File: src/rtl/neo_fade_player_if.sv
// ROM read bus between the fade player and its colour ROM.
// The player drives the address; the ROM answers one clock later.
interface neo_fade_player_if;
  logic [7:0]  rd_addr;
  logic [15:0] rd_data;

  modport master (output rd_addr, input rd_data);
  modport slave  (input rd_addr, output rd_data);
endinterface

File: src/rtl/neo_fade_player.sv
// Walks the colour ROM and streams GRB pixels onto a WS2812 line.
// Optional macro NEO_FADE_PLAYER_DIM_EN adds the bright dimming port.
module neo_fade_player #(
  parameter int NUM_LEDS    = 8,
  parameter int ADDR_STRIDE = 4,
  parameter int HOLD_FRAMES = 4,
  parameter int T_BIT       = 20,
  parameter int T0H         = 6,
  parameter int T1H         = 11,
  parameter int T_LATCH     = 1000
) (
  input  logic             clk,
  input  logic             rst_n,
  input  logic             enable,
`ifdef NEO_FADE_PLAYER_DIM_EN
  input  logic [1:0]       bright,
`endif
  neo_fade_player_if.master rom,
  output logic             neo_out,
  output logic             busy,
  output logic             frame_done,
  output logic [7:0]       base_addr
);

  localparam int CMAX = (T_LATCH > T_BIT) ? T_LATCH : T_BIT;
  localparam int CW   = $clog2(CMAX + 1);

  typedef enum logic [2:0] {
    IDLE, FETCH, LOAD, SEND, LATCH
  } state_e;

  state_e        state_q, state_d;
  logic [7:0]    led_idx_q, led_idx_d;
  logic [4:0]    bit_idx_q, bit_idx_d;
  logic [CW-1:0] cnt_q, cnt_d;
  logic [7:0]    frame_cnt_q, frame_cnt_d;
  logic [7:0]    base_q, base_d;
  logic [7:0]    rd_addr_q, rd_addr_d;
  logic [23:0]   pix_q, pix_d;
  logic          neo_q, neo_d;
  logic          busy_q, busy_d;
  logic          done_q, done_d;

  logic [CW-1:0] th;
  logic [CW-1:0] cnt_nx;
  logic [7:0]    g_x, r_x, b_x;
  logic          unused_msb;

  function automatic logic [7:0] expand(input logic [4:0] x);
    return {x, x[4:2]};
  endfunction

  assign unused_msb = rom.rd_data[15];

  always_comb begin
    g_x = expand(rom.rd_data[14:10]);
    r_x = expand(rom.rd_data[9:5]);
    b_x = expand(rom.rd_data[4:0]);
`ifdef NEO_FADE_PLAYER_DIM_EN
    g_x = g_x >> bright;
    r_x = r_x >> bright;
    b_x = b_x >> bright;
`endif
  end

  assign th     = pix_q[bit_idx_q] ? CW'(T1H) : CW'(T0H);
  assign cnt_nx = cnt_q + CW'(1);

  always_comb begin
    state_d     = state_q;
    led_idx_d   = led_idx_q;
    bit_idx_d   = bit_idx_q;
    cnt_d       = cnt_q;
    frame_cnt_d = frame_cnt_q;
    base_d      = base_q;
    rd_addr_d   = rd_addr_q;
    pix_d       = pix_q;
    neo_d       = neo_q;
    done_d      = 1'b0;
    unique case (state_q)
      IDLE: begin
        neo_d = 1'b0;
        if (enable) begin
          state_d   = FETCH;
          led_idx_d = '0;
          rd_addr_d = base_q;
        end
      end
      FETCH: state_d = LOAD;
      LOAD: begin
        pix_d     = {g_x, r_x, b_x};
        bit_idx_d = 5'd23;
        cnt_d     = '0;
        neo_d     = 1'b1;
        state_d   = SEND;
      end
      SEND: begin
        if (cnt_q == CW'(T_BIT - 1)) begin
          cnt_d = '0;
          if (bit_idx_q == 5'd0) begin
            neo_d = 1'b0;
            if (led_idx_q < 8'(NUM_LEDS - 1)) begin
              led_idx_d = led_idx_q + 8'd1;
              rd_addr_d = rd_addr_q + 8'(ADDR_STRIDE);
              state_d   = FETCH;
            end else begin
              state_d = LATCH;
              done_d  = (T_LATCH == 1);
            end
          end else begin
            bit_idx_d = bit_idx_q - 5'd1;
            neo_d     = 1'b1;
          end
        end else begin
          cnt_d = cnt_nx;
          neo_d = (cnt_nx < th);
        end
      end
      LATCH: begin
        neo_d = 1'b0;
        if (cnt_q == CW'(T_LATCH - 1)) begin
          cnt_d   = '0;
          state_d = IDLE;
          if (frame_cnt_q == 8'(HOLD_FRAMES - 1)) begin
            frame_cnt_d = '0;
            base_d      = base_q + 8'd1;
          end else begin
            frame_cnt_d = frame_cnt_q + 8'd1;
          end
        end else begin
          cnt_d  = cnt_nx;
          done_d = (cnt_nx == CW'(T_LATCH - 1));
        end
      end
      default: state_d = IDLE;
    endcase
    busy_d = (state_d != IDLE);
  end

  always_ff @(posedge clk or negedge rst_n) begin
    if (!rst_n) begin
      state_q     <= IDLE;
      led_idx_q   <= '0;
      bit_idx_q   <= '0;
      cnt_q       <= '0;
      frame_cnt_q <= '0;
      base_q      <= '0;
      rd_addr_q   <= '0;
      pix_q       <= '0;
      neo_q       <= 1'b0;
      busy_q      <= 1'b0;
      done_q      <= 1'b0;
    end else begin
      state_q     <= state_d;
      led_idx_q   <= led_idx_d;
      bit_idx_q   <= bit_idx_d;
      cnt_q       <= cnt_d;
      frame_cnt_q <= frame_cnt_d;
      base_q      <= base_d;
      rd_addr_q   <= rd_addr_d;
      pix_q       <= pix_d;
      neo_q       <= neo_d;
      busy_q      <= busy_d;
      done_q      <= done_d;
    end
  end

  assign rom.rd_addr = rd_addr_q;
  assign neo_out     = neo_q;
  assign busy        = busy_q;
  assign frame_done  = done_q;
  assign base_addr   = base_q;

endmodule

File: src/flat_wrapper.sv
// flat-port wrapper written by rule: the top's interface ports become plain ports
module neo_fade_player_flat 
#(
  parameter int NUM_LEDS    = 8,
  parameter int ADDR_STRIDE = 4,
  parameter int HOLD_FRAMES = 4,
  parameter int T_BIT       = 20,
  parameter int T0H         = 6,
  parameter int T1H         = 11,
  parameter int T_LATCH     = 1000
)
  (clk, rst_n, enable, neo_out, busy, frame_done, base_addr, rom_rd_addr, rom_rd_data);
  neo_fade_player_if rom_i ();
  input  logic clk;
  input  logic rst_n;
  input  logic enable;
  output logic neo_out;
  output logic busy;
  output logic frame_done;
  output logic [7:0] base_addr;
  output wire logic [$bits(rom_i.rd_addr)-1:0] rom_rd_addr;
  input wire logic [$bits(rom_i.rd_data)-1:0] rom_rd_data;
  assign rom_rd_addr = rom_i.rd_addr;
  assign rom_i.rd_data = rom_rd_data;
  neo_fade_player #(.NUM_LEDS(NUM_LEDS), .ADDR_STRIDE(ADDR_STRIDE), .HOLD_FRAMES(HOLD_FRAMES), .T_BIT(T_BIT), .T0H(T0H), .T1H(T1H), .T_LATCH(T_LATCH)) u_core (.clk(clk), .rst_n(rst_n), .enable(enable), .rom(rom_i), .neo_out(neo_out), .busy(busy), .frame_done(frame_done), .base_addr(base_addr));
endmodule
File: config.mk
export PLATFORM = sky130hd
export DESIGN_NAME = neo_fade_player_flat
export DESIGN_NICKNAME = d
export VERILOG_FILES = /design/src/rtl/neo_fade_player_if.sv /design/src/rtl/neo_fade_player.sv /design/src/flat_wrapper.sv
export SDC_FILE = /design/constraint.sdc
export NUM_CORES = 1
export LEC_CHECK = 0
export BUFFER_PORTS_ARGS = -buffer_cell sky130_fd_sc_hd__buf_2
export CELL_PAD_IN_SITES_DETAIL_PLACEMENT = 0
export CELL_PAD_IN_SITES_GLOBAL_PLACEMENT = 2
export CORE_MARGIN = 2
export CORE_UTILIZATION = 25
export CTS_BUF_LIST = sky130_fd_sc_hd__clkbuf_8
export CTS_CLUSTER_DIAMETER = 80
export DETAILED_ROUTE_END_ITERATION = 16
export GPL_TIMING_DRIVEN = 0
export PLACE_DENSITY = 0.6
export SLEW_MARGIN = 40
export SYNTH_ARGS = -nofsm -noshare
export SYNTH_HDL_FRONTEND = slang
export SYNTH_SLANG_ARGS = --single-unit
File: constraint.sdc
create_clock -name clk -period 2.8 [get_ports clk]
set_clock_uncertainty 0.1 [all_clocks]
set_input_delay 0.56 -clock clk [delete_from_list [all_inputs] [get_ports clk]]
set_output_delay 0.56 -clock clk [all_outputs]
set_load 0.01 [all_outputs]
After elaboration in Yosys (flattened, before gate mapping)
Cells that the tools add are included.
Operators by class
  add/subtract/negate cells: 6
  $mul: 0
  div/mod/pow operators: 0
  $lt $le $gt $ge: 3
  equality and inequality tests: 13
  shift-type cells: 0
  multiplexer cells: 31
  bitwise operators: 0
  reduce and logical (&&, ||, !) cells: 12
Operators with widths (number)
  $mux 8: 9
  $pmux 8 s2: 2
  $pmux 10 s3: 1
  $add 8x1->8 const B: 3
  $eq 10x10->1 const B: 2
  $mux 10: 2
  $mux 3: 5
  $pmux 3 s5: 1
  $add 10x1->10 const B: 1
  $eq 10x5->1 const B: 1
  $lt 10x10->1: 1
  $mux 5: 2
  $pmux 5 s2: 1
  $reduce_bool 3->1: 3
  $add 8x3->8 const B: 1
  $eq 8x2->1 const B: 1
  $lt 8x3->1 const B: 1
  $eq 3x2->1 const B: 2
  $lt 5x6->1 const B: 1
  $ne 2x1->1 const B: 3
  $reduce_and 3->1: 2
  $bmux 1 s5: 1
  $logic_not 5->1: 1
  $mux 1: 5
  11 further kinds: 13
Storage, ports and cells
  register bits: 77
  latch bits: 0
  memory bits (writable): 0
  bits in read-only memories: 0
  bits of input ports: 19
  memories kept: 0

Logic depth before layout (Yosys ltp)
  word-level depth: 6
  depth in mapped cells: 11
  gate-level depth less buffers: 10

Worst setup path after synthesis
No wires, ideal clock.
  kind: flip-flop to flip-flop
  start point: reg u_core.bit_idx_q[1]
  end point: reg u_core.neo_q (netlist: u_core.neo_out)
  library setup time: 0.087 ns
  arrival time: 2.418 ns
  slack: 0.195 ns
  stages on the path, launching flop included: 11
  clock period less this slack: 2.605 ns
  cells stage by stage: dfrtp_1 > clkbuf_1 > mux2_2 > a22oi_1 > o2111ai_1 > nor2_1 > ha_1 > a211oi_1 > nand2_1 > a221o_1 > a22oi_1
Between the ends
  cells in the longest elaborated chain, start to end: 6
  elaborated cells between the ends (all ways): 8
  those cells by class: order compare (1); mux (6); reduce/logical (1)
Ends and longest elaborated chain
  start: declaration: line neo_fade_player.sv:34  | logic [4:0] bit_idx_q, bit_idx_d;
  start signal: assignment: line neo_fade_player.sv:156  | bit_idx_q <= bit_idx_d;
  $bmux 1 s5: line neo_fade_player.sv:66  | assign th = pix_q[bit_idx_q] ? CW'(T1H) : CW'(T0H);
  $mux 1 (not written as such): line neo_fade_player.sv:66
  $mux 4: line neo_fade_player.sv:66
  $lt 10x10->1: line neo_fade_player.sv:116  | neo_d = (cnt_nx < th);
  $mux 1 (*): line neo_fade_player.sv:98  | if (cnt_q == CW'(T_BIT - 1)) begin
  $pmux 1 s3 (*): line neo_fade_player.sv:80  | unique case (state_q)
  end signal: assignment: line neo_fade_player.sv:162  | neo_q <= neo_d;
  end: declaration: line neo_fade_player.sv:40  | logic neo_q, neo_d;
Every way passes the cells marked *; elsewhere a longest branch is shown, timed or not. The select of a mux whose other input is x is not followed.
A chain may end at the register's enable or synchronous reset.

Worst setup path after layout
Same ends and word-level chain as after synthesis.

==> metrics.txt <==
FF-to-FF Start u_core.bit_idx_q[1]$_DFFE_PN0P_; row count 44; Residual DRC 0; RSZ-0062 raised after global routing true; drt pass-1 iters 4; Wirelength per Cell 14.4 um; clock slew at reported path FFs 80 ps; post-route clock period utilization 95.0%; largest net degree at the start of global routing 41; Core Util, Final 30.2%; port bufs 36; antenna-violating nets left 0; max cap viols 0; H-tree depth 3; final wirelength approximately 8400 um; RR Endpoint u_core.neo_out$_DFFE_PN0P_; CP endpoint kind flip-flop; setup_tns 0 ps; area occupied by multi-input gates 0.00186 sq mm; Sequential cell area 0.00170 sq mm; hold path depth 2; I/O Pins 38; hold crit path type primary input to flip-flop; share of layout cells above drive strength 1 27.6%; clk root buf clkbuf_8; Fin. Hold Viols 0; Layout fillers 1482; Post-synth EDFFs 0; Inserted Diodes 0; post-synth cell types 56; fmax 376 MHz; die height 125 um; Syn Area/Cell 10.6 sq um; total grt overflow 0; first-pass GRT wire length between 10000 and 15000 um; antenna violations before repair 0; R2R Setup Slk 140 ps; total number of vias 2743; Syn Nets roughly 370; Fin Hold WS 324 ps; 1st-iter DRT viols 108; leakage power slightly above 2 nW; Synth area leaders dfrtp_1 47%, mux2_2 9.0%, ha_1 3.4%, nand3_1 3.0%, a21oi_1 2.9%; cell count after synthesis 344; WS Path Type flip-flop to flip-flop; Slew headroom 50.5%; fin nets 422; asr flop ratio synth 100%; P&R area growth vs syn 19.4%; Synth area leader dfrtp_1; min-delay src rom_rd_data[4]; CTS tree done; vias in the first global route 2745; FF+latch count, synth 68; Hold Path End u_core.pix_q[7]$_DFFE_PN0N_; Initial Util 25.3%; post-synth top area share 46.8%; yosys warns 0; Period minus WS final between 2000 and 3000 ps; Worst EP required 2960 ps; placed inst area approximately 0.0041 sq mm; setup violators final 0; DP HPWL between 6000 and 7000 um; power density cells around 720 mW/mm^2; Worst VDD drop between 0.0002 and 0.00025 V; CTS Buffer Depth 2; pins over their slew limit 0; core area between 0.01 and 0.015 sq mm; clk sinks 68; startpoint types flip-flop; post-route cell area 0.00435 sq mm; GP Congestion 0.729; die area 0.0155 sq mm; sequential share of the synthesized area 46.8%; FF-to-FF path depth 10; Crit path arrival time 2820 ps; total chip power 3.15 mW; CTS buffer count 9; outcome finished, final reports clean; Clock Latency Late Sink roughly 360 ps; Synth Cell Area 0.00364 sq mm; ys flop type dfrtp_1; worst slew pin tran about 740 ps; Die W around 120 um; commonest non-fill, non-tap cell in the layout dfrtp_1; Max FO, Critical Path 10; commonest cells after routing, fill and taps aside 67 x dfrtp_1, 42 x buf_2, 29 x mux2_2; Vias/cell ~4.7; GRT Total Usage 11.5%
## worst max-delay path: stages (launching register included)
cell	delay [ps]
dfrtp_1	370
buf_6	160
mux2_2	340
a32oi_1	230
o2111ai_2	160
nor2_2	160
ha_1	260
a211oi_2	230
nand2_1	80
a221o_1	290
a22oi_1	200
## final cells by class
class / count / area share, %
multi-input combinational: 251 / 42.8
sequential: 68 / 39.2
tap: 184 / 5.30
timing repair buffer: 39 / 5.15
clock buffer: 12 / 3.80
buffer: 17 / 2.04
clock inverter: 4 / 1.09
inverter: 7 / 0.605
## how the worst max path moves through the flow
| stage | start | to |
|---|---|---|
| finish | u_core.bit_idx_q[1]$_DFFE_PN0P_ | u_core.neo_out$_DFFE_PN0P_ |
| global route | u_core.bit_idx_q[1]$_DFFE_PN0P_ | u_core.neo_out$_DFFE_PN0P_ |
| CTS | u_core.bit_idx_q[1]$_DFFE_PN0P_ | u_core.neo_out$_DFFE_PN0P_ |
| detailed placement | u_core.bit_idx_q[1]$_DFFE_PN0P_ | u_core.neo_out$_DFFE_PN0P_ |
| global placement | u_core.bit_idx_q[1]$_DFFE_PN0P_ | u_core.neo_out$_DFFE_PN0P_ |
| floorplan | u_core.bit_idx_q[1]$_DFFE_PN0P_ | u_core.neo_out$_DFFE_PN0P_ |
## cell usage after synthesis (3+ instances only)
master    instances
buf_2             7
mux2i_1           3
o21ai_0          20
a21oi_1          21
a22oi_1           4
and3_1            7
inv_1             7
xnor2_1          11
nand2b_1          5
mux2_2           29
or3_1             5
nand3_1          22
nor2b_1           7
nand2_1          24
o31ai_1           3
dfrtp_1          68
and2_1            3
xor2_1            8
ha_1             10
nor2_1           13
clkbuf_1         10
nand4_1           6
and4_1            4
nor3_1            8
## per-layer routing
metal,GRT usage [%],wire length (um),vias up
li1,-,-,1351
met2,17.6,3780,41
met4,4.16,129,0
met1,15.2,4110,1340
met5,0,0,-
met3,3.95,348,11
## report_power, final
| part | total, mW | internal, mW | switching (mW) |
|---|---|---|---|
| sequential | 1.26 | 1.12 | 0.141 |
| clock | 0.868 | 0.481 | 0.387 |
| combinational | 1.02 | 0.482 | 0.535 |
## cells by family (layout without fill, tap and decap cells)
group	Yosys count	count (layout)	share of synthesized area, %
simple gates	124	124	20.7
flops	68	68	46.8
compound gates	64	64	10.5
mux	34	34	11.0
buf+inv	25	79	3.03
xor+xnor	19	19	4.57
fa+ha+maj	10	10	3.44
## registers in the layout, summed over array words and instances, names as in the netlist
signal	count
u_core.rom.rd_addr	8
u_core.led_idx_q	8
u_core.frame_done	1
u_core.busy	1
u_core.state_q	3
u_core.pix_q	15
u_core.neo_out	1
u_core.cnt_q	10
u_core.base_addr	8
u_core.frame_cnt_q	8
u_core.bit_idx_q	5
## repair_timing
action | in CTS | in global routing
hold buffers | 1 | 0
pin swaps | 1 | 1
setup buffers | 0 | 1
gates resized for setup | 4 | 7
endpoints found under the setup margin | 5 | 8
hold endpoints to repair | 28 | 0
## through the flow
step                      cells  setup slack (ps)
final                       582               140
after global routing        582             -85.3
after CTS                   581              8.01
after detailed placement    565              -277
after global placement      564              -312
after floorplan             344               195
No activity file was read; power rests on OpenSTA's default activity.
